===== src/rtl/riscv_cpu_pkg.sv =====
// rtl/riscv_cpu_pkg.sv - shared register-file widths and types for the integer pipeline
package riscv_cpu_pkg;

  localparam int DATA_WIDTH = 32;
  localparam int ADDR_WIDTH = 5;
  localparam int NUM_REGS   = 2 ** ADDR_WIDTH;
  localparam int CNT_WIDTH  = 2;

  typedef logic [ADDR_WIDTH-1:0] reg_addr_t;
  typedef logic [DATA_WIDTH-1:0] reg_data_t;
  typedef logic [CNT_WIDTH-1:0]  sb_cnt_t;

endpackage


===== src/rtl/reg_scoreboard.sv =====
// rtl/reg_scoreboard.sv - per-register in-flight write counters with busy and full flags
module reg_scoreboard #(
  parameter int ADDR_WIDTH = riscv_cpu_pkg::ADDR_WIDTH,
  parameter int CNT_WIDTH  = riscv_cpu_pkg::CNT_WIDTH,
  parameter int BYPASS     = 1
) (
  input  logic                  clk_i,
  input  logic                  rst_ni,
  input  logic                  issue_i,
  input  logic [ADDR_WIDTH-1:0] issue_dest_i,
  input  logic                  we_i,
  input  logic [ADDR_WIDTH-1:0] dest_reg_i,
  input  logic [ADDR_WIDTH-1:0] raddr_a_i,
  input  logic [ADDR_WIDTH-1:0] raddr_b_i,
  output logic                  busy_a_o,
  output logic                  busy_b_o,
  output logic                  sb_full_o
);

  localparam int                   NUM_REGS = 2 ** ADDR_WIDTH;
  localparam logic [CNT_WIDTH-1:0] CNT_MAX  = '1;
  localparam logic [CNT_WIDTH-1:0] CNT_ONE  = CNT_WIDTH'(1);
  localparam bit                   BYP_EN   = (BYPASS != 0);

  logic [CNT_WIDTH-1:0] cnt_q [NUM_REGS];

  function automatic logic hit(input logic v, input logic [ADDR_WIDTH-1:0] a, input int r);
    return v && (a == ADDR_WIDTH'(r));
  endfunction

  // cnt_q[0] is never updated after reset, so x0 can never look busy or full
  always_ff @(posedge clk_i or negedge rst_ni) begin
    if (!rst_ni) begin
      for (int r = 0; r < NUM_REGS; r++) begin
        cnt_q[r] <= '0;
      end
    end else begin
      for (int r = 1; r < NUM_REGS; r++) begin
        if (hit(issue_i, issue_dest_i, r) && !hit(we_i, dest_reg_i, r)) begin
          if (cnt_q[r] != CNT_MAX) begin
            cnt_q[r] <= cnt_q[r] + CNT_ONE;
          end
        end else if (hit(we_i, dest_reg_i, r) && !hit(issue_i, issue_dest_i, r)) begin
          if (cnt_q[r] != '0) begin
            cnt_q[r] <= cnt_q[r] - CNT_ONE;
          end
        end
      end
    end
  end

  logic [CNT_WIDTH-1:0] cnt_a, cnt_b;
  logic                 retire_a, retire_b;

  assign cnt_a    = cnt_q[raddr_a_i];
  assign cnt_b    = cnt_q[raddr_b_i];
  assign retire_a = BYP_EN && we_i && (dest_reg_i == raddr_a_i) && (cnt_a == CNT_ONE);
  assign retire_b = BYP_EN && we_i && (dest_reg_i == raddr_b_i) && (cnt_b == CNT_ONE);

  // Counts are pre-issue, so an instruction never stalls on its own destination
  assign busy_a_o  = (cnt_a != '0) && !retire_a;
  assign busy_b_o  = (cnt_b != '0) && !retire_b;
  assign sb_full_o = (cnt_q[issue_dest_i] == CNT_MAX);

  // An issue on a full register is only tolerated when a retire to it lands in the same cycle
  issue_when_full: assert property (@(posedge clk_i) disable iff (!rst_ni)
    !(issue_i && sb_full_o && !(we_i && dest_reg_i == issue_dest_i)));

  retire_without_issue: assert property (@(posedge clk_i) disable iff (!rst_ni)
    !(we_i && dest_reg_i != '0 && cnt_q[dest_reg_i] == '0));

endmodule


===== src/rtl/reg_file_sb.sv =====
// rtl/reg_file_sb.sv - integer register file with WB bypass and RAW hazard scoreboard
module reg_file_sb #(
  parameter int DATA_WIDTH = riscv_cpu_pkg::DATA_WIDTH,
  parameter int ADDR_WIDTH = riscv_cpu_pkg::ADDR_WIDTH,
  parameter int BYPASS     = 1,
  parameter int CNT_WIDTH  = riscv_cpu_pkg::CNT_WIDTH
) (
  input  logic                  clk_i,
  input  logic                  rst_ni,
  input  logic                  we_i,
  input  logic [ADDR_WIDTH-1:0] dest_reg_i,
  input  logic [DATA_WIDTH-1:0] wdata_i,
  input  logic [ADDR_WIDTH-1:0] raddr_a_i,
  input  logic [ADDR_WIDTH-1:0] raddr_b_i,
  output logic [DATA_WIDTH-1:0] rdata_a_o,
  output logic [DATA_WIDTH-1:0] rdata_b_o,
  input  logic                  issue_i,
  input  logic [ADDR_WIDTH-1:0] issue_dest_i,
  output logic                  busy_a_o,
  output logic                  busy_b_o,
  output logic                  sb_full_o
);

  localparam int NUM_REGS = 2 ** ADDR_WIDTH;
  localparam bit BYP_EN   = (BYPASS != 0);

  logic [DATA_WIDTH-1:0] regs_q [NUM_REGS];
  logic                  wr_en;

  assign wr_en = we_i && (dest_reg_i != '0);

  always_ff @(posedge clk_i or negedge rst_ni) begin
    if (!rst_ni) begin
      for (int r = 0; r < NUM_REGS; r++) begin
        regs_q[r] <= '0;
      end
    end else if (wr_en) begin
      regs_q[dest_reg_i] <= wdata_i;
    end
  end

  // x0 is forced to zero at the port rather than relying on regs_q[0]
  always_comb begin
    rdata_a_o = regs_q[raddr_a_i];
    rdata_b_o = regs_q[raddr_b_i];
    if (BYP_EN && wr_en && dest_reg_i == raddr_a_i) rdata_a_o = wdata_i;
    if (BYP_EN && wr_en && dest_reg_i == raddr_b_i) rdata_b_o = wdata_i;
    if (raddr_a_i == '0) rdata_a_o = '0;
    if (raddr_b_i == '0) rdata_b_o = '0;
  end

  reg_scoreboard #(
    .ADDR_WIDTH (ADDR_WIDTH),
    .CNT_WIDTH  (CNT_WIDTH),
    .BYPASS     (BYPASS)
  ) u_scoreboard (
    .clk_i        (clk_i),
    .rst_ni       (rst_ni),
    .issue_i      (issue_i),
    .issue_dest_i (issue_dest_i),
    .we_i         (we_i),
    .dest_reg_i   (dest_reg_i),
    .raddr_a_i    (raddr_a_i),
    .raddr_b_i    (raddr_b_i),
    .busy_a_o     (busy_a_o),
    .busy_b_o     (busy_b_o),
    .sb_full_o    (sb_full_o)
  );

endmodule


===== config.mk =====
export PLATFORM = sky130hd
export DESIGN_NAME = reg_file_sb
export DESIGN_NICKNAME = d
export VERILOG_FILES = /design/src/rtl/riscv_cpu_pkg.sv /design/src/rtl/reg_scoreboard.sv /design/src/rtl/reg_file_sb.sv
export SDC_FILE = /design/constraint.sdc
export NUM_CORES = 2
export LEC_CHECK = 0
export CELL_PAD_IN_SITES_DETAIL_PLACEMENT = 0
export CELL_PAD_IN_SITES_GLOBAL_PLACEMENT = 1
export CORE_MARGIN = 2
export CORE_UTILIZATION = 25
export DETAILED_ROUTE_END_ITERATION = 16
export GPL_TIMING_DRIVEN = 0
export PLACE_DENSITY = 0.53
export REMOVE_ABC_BUFFERS = 1
export SETUP_SLACK_MARGIN = 0.02
export SLEW_MARGIN = 20
export SYNTH_ARGS = -nofsm -noshare
export SYNTH_HDL_FRONTEND = slang
export SYNTH_HIERARCHICAL = 1
export SYNTH_SLANG_ARGS = --single-unit

===== constraint.sdc =====
create_clock -name clk_i -period 2.6 [get_ports clk_i]
set_clock_uncertainty 0.1 [all_clocks]
set_input_delay 0.39 -clock clk_i [delete_from_list [all_inputs] [get_ports clk_i]]
set_output_delay 0.39 -clock clk_i [all_outputs]
set_load 0.01 [all_outputs]

Word-level counts from Yosys, hierarchy flattened
Cells that the tools add are included.

storage, ports and cells
  ROM bits = 0
  register bits after elaboration = 1086
  word-level logic and storage cells = 736
  bits in writable memories = 0
  input bits = 56
  memories = 0
  bits in latches = 0

operators by class
  shifts and indexed selects = 0
  muxes and demuxes = 146
  bitwise gates (word level) = 4
  magnitude comparators = 5
  $add $sub $neg = 62
  eq/ne operators = 129
  reduce and logical (&&, ||, !) cells = 327
  $mul = 0
  div/mod/pow operators = 0

operators with widths
  kind                 count
  $bwmux 1024          1
  $bmux 32 s5          2
  $mux 32              9
  $mux 2               130
  $reduce_bool 2->1    95
  $demux 32 s5         1
  $eq 5x5->1 const B   32
  $logic_and 1x1->1    134
  $ne 2x2->1 const B   62
  $reduce_and 3->1     31
  $eq 5x4->1 const B   16
  $logic_not 1->1      64
  $add 2x1->2 const B  31
  $sub 2x1->2 const B  31
  $eq 5x3->1 const B   8
  $bmux 2 s5           3
  $ge 6x6->1 const B   4
  $not 5->6            4
  $eq 5x2->1 const B   4
  $eq 5x1->1 const B   2
  $eq 5x5->1           2
  $logic_not 5->1      2
  $lt 6x1->1 const B   1
  $reduce_bool 5->1    1
  other kinds (2)      3

Longest topological paths before layout
  depth in word-level cells = 8
  depth in mapped cells = 10
  depth with buffers taken out = 8

Modules after synthesis
Netlist, hierarchy kept.

by module, submodules not included
  module          times used  cells each  sequential area each (sq um)  area an instance (sq um)
  reg_file_sb     1           3900        25624.6                       55605.8
  reg_scoreboard  1           589         1551.5                        5317.6

Worst setup path after synthesis
OpenSTA, ideal clock, no wires.

  kind = input -> output
  start point = input port raddr_a_i[0]
  end point = output port rdata_a_o[17]
  data arrival time = 1.998 ns
  path buffers = 3
  path slack = 0.112 ns
  stages on the path = 8
  path through = buf_4 -> buf_6 -> buf_2 -> mux4_2 -> mux2i_1 -> nand2_1 -> o2111ai_1 -> o311ai_0

between the ends
  word-level cells in the longest chain between the ends = 6

RTL lines
  item                                         RTL line           RTL
  start, declared                              reg_file_sb.sv:13  input logic [ADDR_WIDTH-1:0] raddr_a_i,
  $not 5->6 (implied by the code)              reg_file_sb.sv:44  rdata_a_o = regs_q[raddr_a_i];
  $bmux 32 s5                                  reg_file_sb.sv:44
  $mux 32 (implied by the code) (2 in series)  reg_file_sb.sv:44
  $mux 32                                      reg_file_sb.sv:46  if (BYP_EN && wr_en && dest_reg_i == raddr_a_i) rdata_a_o = wdata_i;
  $mux 32 (*)                                  reg_file_sb.sv:48  if (raddr_a_i == '0) rdata_a_o = '0;
  end, declared                                reg_file_sb.sv:15  output logic [DATA_WIDTH-1:0] rdata_a_o,

Every way passes the cells marked *; elsewhere a longest branch is shown, timed or not. The select of a mux whose other input is x is not followed.

Worst setup path in the final report
  start point = input port raddr_b_i[0]
  end point = output port rdata_b_o[6]

between the ends
  word-level cells in the longest chain between the ends = 6

RTL lines
  item                                         RTL line           RTL
  start, declared                              reg_file_sb.sv:14  input logic [ADDR_WIDTH-1:0] raddr_b_i,
  $not 5->6 (implied by the code)              reg_file_sb.sv:45  rdata_b_o = regs_q[raddr_b_i];
  $bmux 32 s5                                  reg_file_sb.sv:45
  $mux 32 (implied by the code) (2 in series)  reg_file_sb.sv:45
  $mux 32                                      reg_file_sb.sv:47  if (BYP_EN && wr_en && dest_reg_i == raddr_b_i) rdata_b_o = wdata_i;
  $mux 32 (*)                                  reg_file_sb.sv:49  if (raddr_b_i == '0) rdata_b_o = '0;
  end, declared                                reg_file_sb.sv:16  output logic [DATA_WIDTH-1:0] rdata_b_o,

Marks and branches as above.

==> impl_metrics.json <==
{
  "crit_chain": "buf_16 > buf_16 > buf_16 > buf_16 > buf_16 > xnor2_2 > nand4_1 > nor3_4 > buf_6 > buf_8 > buf_8 > nor2_4 > buf_12 > a221o_2 > buf_6",
  "drv_slew": 0,
  "nets": 4728,
  "die_h_um": 498,
  "worstPathArrival_ns": 2.92,
  "die_w_um": 498,
  "rows": 181,
  "gp_congestion": 0.733,
  "grt_first_pass_wirelength_um": 363000,
  "track_usage_pct": 20.6,
  "ys.flop_type": "dfrtp_1",
  "wl_per_cell_um": 32.9,
  "crit_path_max_fanout": 10,
  "run_status": "finished, violations left",
  "fin_ws_ns": -0.811,
  "use_met3_pct": 4.20,
  "ys_seq_elements": 1086,
  "timing.critical_path.mode_cell": "buf_16",
  "async_flop_share_pct": 100,
  "start_kind": "primary input",
  "worst-path-buf-inv": 10,
  "relSlewSlack_pct": 39.6,
  "final_cells": 7939,
  "initial_core_util_pct": 25.1,
  "clockBufferDepth": 3,
  "path_class": "in -> out",
  "power_per_cell_area_nw_per_um2": 694,
  "portBuffers": 122,
  "postSynthAreaPerCell_um2": 13.6,
  "crit_family": "buffers and inverters",
  "ios": 123,
  "root_buffer": "clkbuf_16",
  "drtIter0Drc": 3917,
  "global_route.peak_usage_layer": "met2",
  "h-tree-depth": 4,
  "drc": 0,
  "cts_tree": "done",
  "yosysSeqAreaShare_pct": 44.6,
  "syn-cell-area_um2": 60900,
  "grt_util_met1_pct": 28.2,
  "slowest_delay_ns": 0.46,
  "place_hpwl_um": 148000,
  "netlist_instances": 4489,
  "ant_nets": 0,
  "whs_ns": -0.557,
  "dpl.cell_count": 7474,
  "yosysUniqueCellTypes": 73,
  "ir_worst_vdd_uv": 608,
  "finalCritPeriodShare_pct": 131,
  "grt_pass1_vias": 44500,
  "dpl_worst_slack_ns": -3.49,
  "tightest_slew_ns": 0.903,
  "cts_buffers": 132,
  "route.final.wire_length_um": 261000,
  "fmax_mhz": 293,
  "min_path_type": "in -> async",
  "violations": "negative hold slack, negative setup slack",
  "grt_setup_unrepaired": "yes",
  "setup_viol": 67,
  "ys_warn_count": 10,
  "first_pass_iters": 5,
  "required_ns": 2.11,
  "grt_overflow": 0,
  "met2_usage_pct": 32.5,
  "clk_latency_ns": 0.77,
  "maxCapViolCount": 0,
  "coreArea_um2": 243000,
  "layout-drive-gt1-share_pct": 51.6,
  "antenna_found_initial": 17,
  "area_growth_pct": 26.3,
  "cts.sinks": 1086,
  "post-route-util_pct": 31.7,
  "viasPerCell": 5.49,
  "grt_start_max_net_pins": 133,
  "p_leak_nw": 32.8,
  "min_period_ns": 3.41,
  "die-area_um2": 248000,
  "synth_edf_count": 0,
  "path_clk_slew_ns": 0.06,
  "vias": 43600,
  "finalHoldViolations": 109,
  "cp_slowest_cell": "a221o_2",
  "setup.worst_path.end_class": "primary output"
}
==> area by class of cell <==
| type | instances | area [um2] |
|---|---|---|
| clock inverter | 32 | 502 |
| tap | 3202 | 4010 |
| fill | 24000 | 166000 |
| timing repair buffer | 489 | 7720 |
| clock buffer | 196 | 3910 |
| multi-input combinational | 2926 | 33600 |
| antenna | 2 | 5.00 |
| sequential | 1086 | 27200 |
| inverter | 6 | 25.0 |
==> layout by cell type (no fill, tap or decap), types with 20 or more instances in the layout <==
master / synthesis / layout
dfrtp_1: 1086 / 1062
clkbuf_1: 238 / 33
nor2_1: 94 / 63
nor3_1: 57 / 27
a221oi_1: 73 / 53
a22oi_1: 57 / 38
o21bai_1: 31 / 31
ha_1: 31 / 31
mux4_2: 374 / 383
nand3_1: 30 / 27
buf_6: 37 / 59
dfrtp_2: 0 / 24
nand2_1: 149 / 120
a221oi_2: 2 / 22
nand2b_1: 36 / 26
buf_12: 11 / 78
clkbuf_8: 0 / 26
nor2b_1: 56 / 48
o21ai_0: 135 / 102
clkbuf_16: 0 / 141
o22ai_1: 85 / 57
buf_16: 0 / 94
bufbuf_16: 0 / 37
a21oi_1: 97 / 63
a221o_1: 32 / 29
mux2_2: 1015 / 1013
mux2i_1: 324 / 312
buf_2: 100 / 65
mux4_1: 29 / 20
buf_4: 22 / 131
nor3_2: 2 / 22
nor2_4: 0 / 27
==> per-layer routing <==
layer	part of all wire (%)	vias to the layer above
met1	43	23800
met2	46	1689
met3	6.9	463
li1	-	17700
met4	3.7	12
met5	0.027	-
==> metrics by stage <==
step                power [mW]  area, um2   TNS, ns
floorplan                 28.3      58400    -80.25
global placement          33.7      63700         -
detailed placement        32.7      67100  -1034.75
CTS                       53.5      76200    -34.60
global route              55.6      77000    -37.15
finish                    53.4      77000    -32.84
==> timing repair <==
action | in CTS | in global routing
buffers inserted | 144 | 36
cloned | 59 | 4
endpoints found under the hold margin | 109 | 109
setup endpoints to repair | 487 | 67
pin swaps | 128 | 91
gates resized for setup | 763 | 119
==> cells in the mapped netlist (73+ instances only) <==
| library cell | instances | area, um2 |
|---|---|---|
| mux2i_1 | 324 | 3240 |
| a221oi_1 | 73 | 639 |
| mux4_2 | 374 | 8420 |
| o22ai_1 | 85 | 532 |
| clkbuf_1 | 238 | 893 |
| nor2_1 | 94 | 353 |
| a21oi_1 | 97 | 485 |
| buf_2 | 100 | 500 |
| mux2_2 | 1015 | 11400 |
| o21ai_0 | 135 | 676 |
| dfrtp_1 | 1086 | 27200 |
| nand2_1 | 149 | 559 |
==> cell families after synthesis <==
group	Yosys count	share of synthesized area, %
DFF	1086	44.6
and+or+nand+nor	485	3.90
AOI/OAI and AO/OA	644	7.26
muxes	1743	39.2
xor gates and xnor gates	20	0.288
buffers and inverters	480	4.13
adders and majority gates	31	0.637
==> state kept, by name (all words and copies together), names as in the netlist <==
signal              count
regs_q               1024
u_scoreboard/cnt_q     62
==> path summary, 6_finish.rpt <==
kind | startpoint | to | slack [ns] | cells past startpoint
worst max-delay path | raddr_b_i[0] | rdata_b_o[6] | -0.81 | 15
worst min-delay path | rst_ni | regs_q[156] | -0.56 | 1
worst max register to register | u_scoreboard/cnt_q[58] | u_scoreboard/cnt_q[58] | 1.44 | 3
worst min register to register | regs_q[997] | regs_q[997] | 0.29 | 0
max in group asynchronous | rst_ni | regs_q[382] | 0.39 | 5
min in group clk_i | wdata_i[18] | regs_q[626] | 0.16 | 2
==> power by group <==
part / total [mW] / internal, mW / switching, mW
Clock: 19.2 / 11.4 / 7.83
Sequential: 22.2 / 20.0 / 2.22
Combinational: 12.0 / 6.72 / 5.31
Total: 53.4 / 38.1 / 15.4
No activity file was read; power rests on OpenSTA's default activity.
